===== config.mk =====
export PLATFORM = sky130hd
export DESIGN_NAME = paddle_emulator_flat
export DESIGN_NICKNAME = d
export VERILOG_FILES = /design/src/rtl/paddle_pkg.sv /design/src/rtl/paddle_emulator_if.sv /design/src/rtl/paddle_channel.sv /design/src/rtl/paddle_emulator.sv /design/src/flat_wrapper.sv
export SDC_FILE = /design/constraint.sdc
export NUM_CORES = 1
export LEC_CHECK = 0
export ABC_CLOCK_PERIOD_IN_PS = 4400
export CAP_MARGIN = 25
export CORE_MARGIN = 3
export CORE_UTILIZATION = 51
export CTS_BUF_LIST = sky130_fd_sc_hd__clkbuf_16
export DETAILED_ROUTE_END_ITERATION = 10
export PLACE_DENSITY_LB_ADDON = 0.3
export SLEW_MARGIN = 20
export SYNTH_ARGS = -nofsm -noshare
export SYNTH_HDL_FRONTEND = slang
export SYNTH_HIERARCHICAL = 1
export SYNTH_SLANG_ARGS = --single-unit

===== constraint.sdc =====
create_clock -name clk -period 4.4 [get_ports clk]
set_input_delay 0.44 -clock clk [delete_from_list [all_inputs] [get_ports clk]]
set_output_delay 0.44 -clock clk [all_outputs]
set_load 0.01 [all_outputs]

===== src/rtl/paddle_pkg.sv =====
// Shared definitions for the paddle emulator: frame geometry defaults,
// the sync-tracking state enum, the paddle line encoding and the helper
// that limits how far a target may move in one frame.
package paddle_pkg;

    localparam int DEF_V_TOTAL     = 262;
    localparam int DEF_VS_END_LINE = 257;
    localparam int SLEW_STEP       = 4;

    // A paddle line held low means "still charging": the game latches vpos.
    localparam logic PADDLE_ACTIVE = 1'b0;
    localparam logic PADDLE_IDLE   = 1'b1;

    typedef enum logic {
        WAIT_SYNC,
        RUN
    } state_t;

    // Move cur toward req by at most SLEW_STEP, done in 9 bits so the
    // result never overshoots req and never wraps outside 0..255.
    function automatic logic [7:0] slew_toward(input logic [7:0] cur,
                                               input logic [7:0] req);
        logic [8:0] c;
        logic [8:0] r;
        logic [8:0] step;
        logic [7:0] result;
        c    = {1'b0, cur};
        r    = {1'b0, req};
        step = 9'(SLEW_STEP);
        if (r > c) begin
            if ((r - c) <= step) result = req;
            else                 result = 8'(c + step);
        end else begin
            if ((c - r) <= step) result = req;
            else                 result = 8'(c - step);
        end
        return result;
    endfunction

endpackage


===== src/rtl/paddle_emulator_if.sv =====
// Signal bundle between the game/sync-generator side and the paddle
// emulator. The master drives sync and requested positions; the
// emulator (slave) drives the paddle lines and its status outputs.
interface paddle_emulator_if;

    logic       hsync;
    logic       vsync;
    logic [7:0] pos_x;
    logic [7:0] pos_y;
    logic       hpaddle;
    logic       vpaddle;
    logic [8:0] line;
    logic [7:0] target_x;
    logic [7:0] target_y;
    logic       synced;
    logic       frame_strobe;

    modport master (
        output hsync, vsync, pos_x, pos_y,
        input  hpaddle, vpaddle, line, target_x, target_y, synced, frame_strobe
    );

    modport slave (
        input  hsync, vsync, pos_x, pos_y,
        output hpaddle, vpaddle, line, target_x, target_y, synced, frame_strobe
    );

endinterface


===== src/rtl/paddle_channel.sv =====
// One paddle axis: latches the per-frame target and drives the paddle
// line low while the upcoming line index is at or below that target.
// With PADDLE_SLEW_EN defined the target creeps toward the requested
// position by a bounded step each frame instead of jumping to it.
module paddle_channel
    import paddle_pkg::*;
(
    input  logic       clk,
    input  logic       reset,
    input  logic       load,
    input  logic       step,
    input  logic [8:0] line_next,
    input  logic [7:0] pos,
    output logic [7:0] target,
    output logic       paddle
);

    logic [7:0] target_new;
    logic [7:0] target_cmp;

    // Pick the value the target takes at frame start, and the target the
    // compare should use this cycle (the fresh one when it is being loaded).
    always_comb begin
`ifdef PADDLE_SLEW_EN
        target_new = slew_toward(target, pos);
`else
        target_new = pos;
`endif
        target_cmp = load ? target_new : target;
    end

    // Target latch plus the registered line-vs-target compare; lines of
    // 256 and above can never be <= an 8-bit target, so they stay idle.
    always_ff @(posedge clk or posedge reset) begin
        if (reset) begin
            target <= 8'd0;
            paddle <= PADDLE_IDLE;
        end else begin
            if (load) begin
                target <= target_new;
            end
            if (load || step) begin
                paddle <= (line_next <= {1'b0, target_cmp}) ? PADDLE_ACTIVE : PADDLE_IDLE;
            end
        end
    end

endmodule


===== src/rtl/paddle_emulator.sv =====
// Paddle emulator top: follows the game's hsync/vsync, tracks the line
// about to be latched and drives both paddle lines so the game reads
// back exactly the per-frame target. Optional macro PADDLE_SLEW_EN
// rate-limits target changes inside each paddle_channel.
module paddle_emulator
    import paddle_pkg::*;
#(
    parameter int V_TOTAL     = DEF_V_TOTAL,
    parameter int VS_END_LINE = DEF_VS_END_LINE
) (
    input  logic             clk,
    input  logic             reset,
    paddle_emulator_if.slave bus
);

    localparam logic [8:0] LAST_LINE = 9'(V_TOTAL - 1);
    localparam logic [8:0] END_LINE  = 9'(VS_END_LINE);

    logic       hs_reg;
    logic       hs_prev;
    logic       vs_reg;
    logic       vs_prev;
    logic       hs_rise;
    logic       vs_rise;
    state_t     state;
    state_t     state_next;
    logic       load;
    logic       step;
    logic [8:0] line;
    logic [8:0] line_next;
    logic       synced;
    logic       frame_strobe;
    logic       hpaddle;
    logic       vpaddle;
    logic [7:0] target_x;
    logic [7:0] target_y;

    // Register both syncs and keep the previous sample; idle level is high.
    always_ff @(posedge clk or posedge reset) begin
        if (reset) begin
            hs_reg  <= 1'b1;
            hs_prev <= 1'b1;
            vs_reg  <= 1'b1;
            vs_prev <= 1'b1;
        end else begin
            hs_reg  <= bus.hsync;
            hs_prev <= hs_reg;
            vs_reg  <= bus.vsync;
            vs_prev <= vs_reg;
        end
    end

    assign hs_rise = hs_reg & ~hs_prev;
    assign vs_rise = vs_reg & ~vs_prev;

    // State register for sync acquisition.
    always_ff @(posedge clk or posedge reset) begin
        if (reset) state <= WAIT_SYNC;
        else       state <= state_next;
    end

    // Next state and next line: a vsync end reloads the line (and wins
    // over a coincident hsync), otherwise hsync ends advance it in RUN.
    always_comb begin
        state_next = state;
        load       = 1'b0;
        step       = 1'b0;
        line_next  = line;
        if (vs_rise) begin
            state_next = RUN;
            load       = 1'b1;
            line_next  = END_LINE;
        end else if (hs_rise && (state == RUN)) begin
            step      = 1'b1;
            line_next = (line == LAST_LINE) ? 9'd0 : line + 9'd1;
        end
    end

    // Line counter, sync-seen flag and the one-cycle frame pulse.
    always_ff @(posedge clk or posedge reset) begin
        if (reset) begin
            line         <= 9'd0;
            synced       <= 1'b0;
            frame_strobe <= 1'b0;
        end else begin
            frame_strobe <= load;
            if (load) synced <= 1'b1;
            if (load || step) line <= line_next;
        end
    end

    paddle_channel u_chan_x (
        .clk       (clk),
        .reset     (reset),
        .load      (load),
        .step      (step),
        .line_next (line_next),
        .pos       (bus.pos_x),
        .target    (target_x),
        .paddle    (hpaddle)
    );

    paddle_channel u_chan_y (
        .clk       (clk),
        .reset     (reset),
        .load      (load),
        .step      (step),
        .line_next (line_next),
        .pos       (bus.pos_y),
        .target    (target_y),
        .paddle    (vpaddle)
    );

    assign bus.hpaddle      = hpaddle;
    assign bus.vpaddle      = vpaddle;
    assign bus.line         = line;
    assign bus.target_x     = target_x;
    assign bus.target_y     = target_y;
    assign bus.synced       = synced;
    assign bus.frame_strobe = frame_strobe;

endmodule


===== src/flat_wrapper.sv =====
// flat-port wrapper written by rule: the top's interface ports become plain ports
module paddle_emulator_flat import paddle_pkg::*;
#(
    parameter int V_TOTAL     = DEF_V_TOTAL,
    parameter int VS_END_LINE = DEF_VS_END_LINE
)
  (clk, reset, bus_hsync, bus_vsync, bus_pos_x, bus_pos_y, bus_hpaddle, bus_vpaddle, bus_line, bus_target_x, bus_target_y, bus_synced, bus_frame_strobe);
  paddle_emulator_if bus_i ();
  input  logic clk;
  input  logic reset;
  input wire logic [$bits(bus_i.hsync)-1:0] bus_hsync;
  input wire logic [$bits(bus_i.vsync)-1:0] bus_vsync;
  input wire logic [$bits(bus_i.pos_x)-1:0] bus_pos_x;
  input wire logic [$bits(bus_i.pos_y)-1:0] bus_pos_y;
  output wire logic [$bits(bus_i.hpaddle)-1:0] bus_hpaddle;
  output wire logic [$bits(bus_i.vpaddle)-1:0] bus_vpaddle;
  output wire logic [$bits(bus_i.line)-1:0] bus_line;
  output wire logic [$bits(bus_i.target_x)-1:0] bus_target_x;
  output wire logic [$bits(bus_i.target_y)-1:0] bus_target_y;
  output wire logic [$bits(bus_i.synced)-1:0] bus_synced;
  output wire logic [$bits(bus_i.frame_strobe)-1:0] bus_frame_strobe;
  assign bus_i.hsync = bus_hsync;
  assign bus_i.vsync = bus_vsync;
  assign bus_i.pos_x = bus_pos_x;
  assign bus_i.pos_y = bus_pos_y;
  assign bus_hpaddle = bus_i.hpaddle;
  assign bus_vpaddle = bus_i.vpaddle;
  assign bus_line = bus_i.line;
  assign bus_target_x = bus_i.target_x;
  assign bus_target_y = bus_i.target_y;
  assign bus_synced = bus_i.synced;
  assign bus_frame_strobe = bus_i.frame_strobe;
  paddle_emulator #(.V_TOTAL(V_TOTAL), .VS_END_LINE(VS_END_LINE)) u_core (.clk(clk), .reset(reset), .bus(bus_i));
endmodule

==> flow_summary.json <==
{
  "setup_violations": 0,
  "pin_count": 49,
  "syn_area_per_cell_um2": 10.5,
  "rr_startpoint": "u_core/vs_reg",
  "ys_types": 31,
  "grtUsageTotal_pct": 20.0,
  "ff2ff_path_depth": 9,
  "die_x_um": 65.6,
  "num_rows": 21,
  "grt-ovfl-total": 0,
  "drt_iter0_drc": 88,
  "drv_slew": 0,
  "nets": 265,
  "core_area_um2": 3390,
  "grt_pass1_vias": 1428,
  "rsz0062_at_grt": "no",
  "timing.fmax_ghz": 0.387,
  "yosysTopAreaCellShare_pct": 37.3,
  "syn-num-nets": 211,
  "port_buffers": 48,
  "cts-resized-gates": 0,
  "worstHoldPathCells": 0,
  "synthCells": 173,
  "routed_via_density": 5.35,
  "drive_gt1_share_pct": 8.33,
  "max_slew.worst_pin.slew_ns": 0.552,
  "drc": 0,
  "wl_um": 4140,
  "top_register": "u_core/bus.line",
  "clk_pin_slew_ns": 0.05,
  "clock_skew_ns": 0.00592,
  "hp-class": "register to register",
  "synth.largest_area_cell": "dfrtp_1",
  "synth_warnings": 6,
  "finalHoldViolations": 0,
  "reg.largest.list": "u_core/bus.line (9), u_core/u_chan_x/target (8), u_core/u_chan_y/target (8)",
  "syn2layout_area_growth_pct": 36.8,
  "grt_pass1_wl_um": 6550,
  "start_util_pct": 53.4,
  "cts_root_buf": "clkbuf_16",
  "layout.cells.non_filler": 274,
  "dp_cells": 265,
  "die_area_um2": 4300,
  "path_class": "register to register",
  "gp_congestion": 0.841,
  "largest_reg_flops": 9,
  "cts-hold-fix-buffers": 0,
  "crit_path_start_kind": "register",
  "post-route-period-util_pct": 58.7,
  "first_pass_iters": 4,
  "cp_max_fo": 18,
  "cts.sinks": 33,
  "clk_latency_ns": 0.28,
  "syn_area_um2": 1810,
  "synth_seq_cells": 33,
  "insertedDiodeCount": 0,
  "yosysSeqAreaShare_pct": 46.0,
  "reg2reg_slack_ns": 1.82,
  "cp_data_arrival_time_ns": 2.79,
  "grt_max_degree": 26,
  "cts_buffers": 5,
  "final_cell_mix": "48 x clkdlybuf4s50_1, 27 x dfrtp_1, 24 x inv_1, 22 x nor2_1, 18 x ha_1",
  "leakage_nw": 1.17,
  "fin_setup_tns_ns": 0,
  "tritoncts": "built",
  "worstHoldStart": "u_core/vs_reg",
  "htree_levels": 2,
  "dieHeight_um": 65.6,
  "wl_per_cell_um": 15.1,
  "timing.rr.end": "u_core/u_chan_x/paddle",
  "maxCapViolCount": 0,
  "post-route-min-period_ns": 2.58,
  "hpwl_um": 3140,
  "final_common_cell": "clkdlybuf4s50_1",
  "slew_headroom_pct": 63.1,
  "post_cts_buffers": 0,
  "antenna_found_initial": 0,
  "ant_nets": 0,
  "vias": 1465,
  "min_to": "u_core/vs_prev",
  "synth_area_leaders": "dfrtp_1 37%, ha_1 12%, dfstp_2 8.7%, mux2i_1 8.3%, inv_1 4.6%",
  "max-vdd-ir-drop_v": 0.000262,
  "cp-end-kind": "register",
  "worst_ep_required_time_ns": 4.60,
  "power_density_nw_per_um2": 371,
  "ctsLongestPathBuffers": 2,
  "status": "complete, no violations"
}
layer usage:
| layer | wire [um] | GRT usage, % | share of wire (%) |
|---|---|---|---|
| met1 | 1840 | 26.5 | 44 |
| met2 | 1980 | 31.7 | 48 |
| met3 | 276 | 6.67 | 6.7 |
| met4 | 40 | 4.66 | 0.97 |
| met5 | 0 | 0 | 0 |
where the power goes:
group | internal (mW) | switching, mW | leakage, nW
Sequential | 0.340 | 0.0223 | 0.389
Clock | 0.203 | 0.122 | 0.0738
Combinational | 0.119 | 0.114 | 0.706
Total | 0.662 | 0.258 | 1.17
final cells by class:
| type | instances | area (um2) |
|---|---|---|
| Clock buffer | 5 | 125 |
| Clock inverter | 3 | 11.3 |
| Fill cell | 229 | 912 |
| Inverter | 22 | 82.6 |
| Multi-Input combinational cell | 116 | 872 |
| Sequential cell | 33 | 833 |
| Tap cell | 46 | 57.6 |
| Timing Repair Buffer | 49 | 495 |
cells in the mapped netlist:
library cell	instances
nand2_1	12
and4_1	1
xor2_1	4
and4b_4	1
a31o_1	2
mux2i_1	15
nand4_2	1
nor3_1	2
nand3b_2	1
o21ai_4	1
dfrtp_1	27
ha_1	18
a21oi_1	8
nor4b_2	1
mux2_2	2
nand2b_1	2
a22oi_1	1
o21ai_1	2
dfstp_2	6
nor2_1	22
buf_6	2
xnor2_1	2
and4b_1	2
o221ai_1	2
and3_1	1
nor2b_1	1
o21ai_0	2
inv_1	22
nand3_1	5
nand4_1	3
a211oi_1	2
per-stage QoR:
step / hold WS, ns / total power, mW / utilization [%] / area (um2) / worst slack [ns]
after floorplan: 0.267 / 0.485 / - / 1810 / 2.25
after global placement: 0.355 / 0.583 / 68.6 / 2330 / 1.72
after detailed placement: 0.362 / 0.596 / 68.6 / 2330 / 1.60
after CTS: 0.366 / 0.922 / 72.6 / 2460 / 1.57
after global routing: 0.379 / 0.962 / 73.1 / 2480 / 1.65
final: 0.368 / 0.920 / 73.1 / 2480 / 1.82
worst max path at each step:
stage	start	end	slack (ns)	depth (start not counted)
after floorplan	u_core/hs_reg	u_core/u_chan_x/paddle	2.25	8
after global placement	u_core/vs_reg	u_core/u_chan_x/paddle	1.72	7
after detailed placement	u_core/vs_reg	u_core/u_chan_x/paddle	1.60	7
after CTS	u_core/vs_reg	u_core/u_chan_x/paddle	1.57	8
after global routing	u_core/vs_reg	u_core/u_chan_x/paddle	1.65	9
final	u_core/vs_reg	u_core/u_chan_x/paddle	1.82	9
critical path, cell delays in order (launching register included):
cell      delay, ns
dfstp_2        0.53
nand2b_1       0.15
inv_1          0.32
buf_8          0.24
mux2i_1        0.31
ha_1           0.32
a21oi_1        0.20
o221ai_1       0.18
a21oi_1        0.18
o21ai_1        0.09
logic make-up (layout without fill, tap and decap cells):
kind of cell               after synthesis  after routing  synth area share (%)
buffers and inverters                   24             79                  5.81
AOI/OAI and AO/OA                       20             20                  7.40
muxes                                   17             17                  9.54
and+or+nand+nor                         55             55                  15.9
DFF                                     33             33                  46.0
adders and majority gates               18             18                  12.4
xor gates and xnor gates                 6              6                  2.90
No activity file was read; power rests on OpenSTA's default activity.
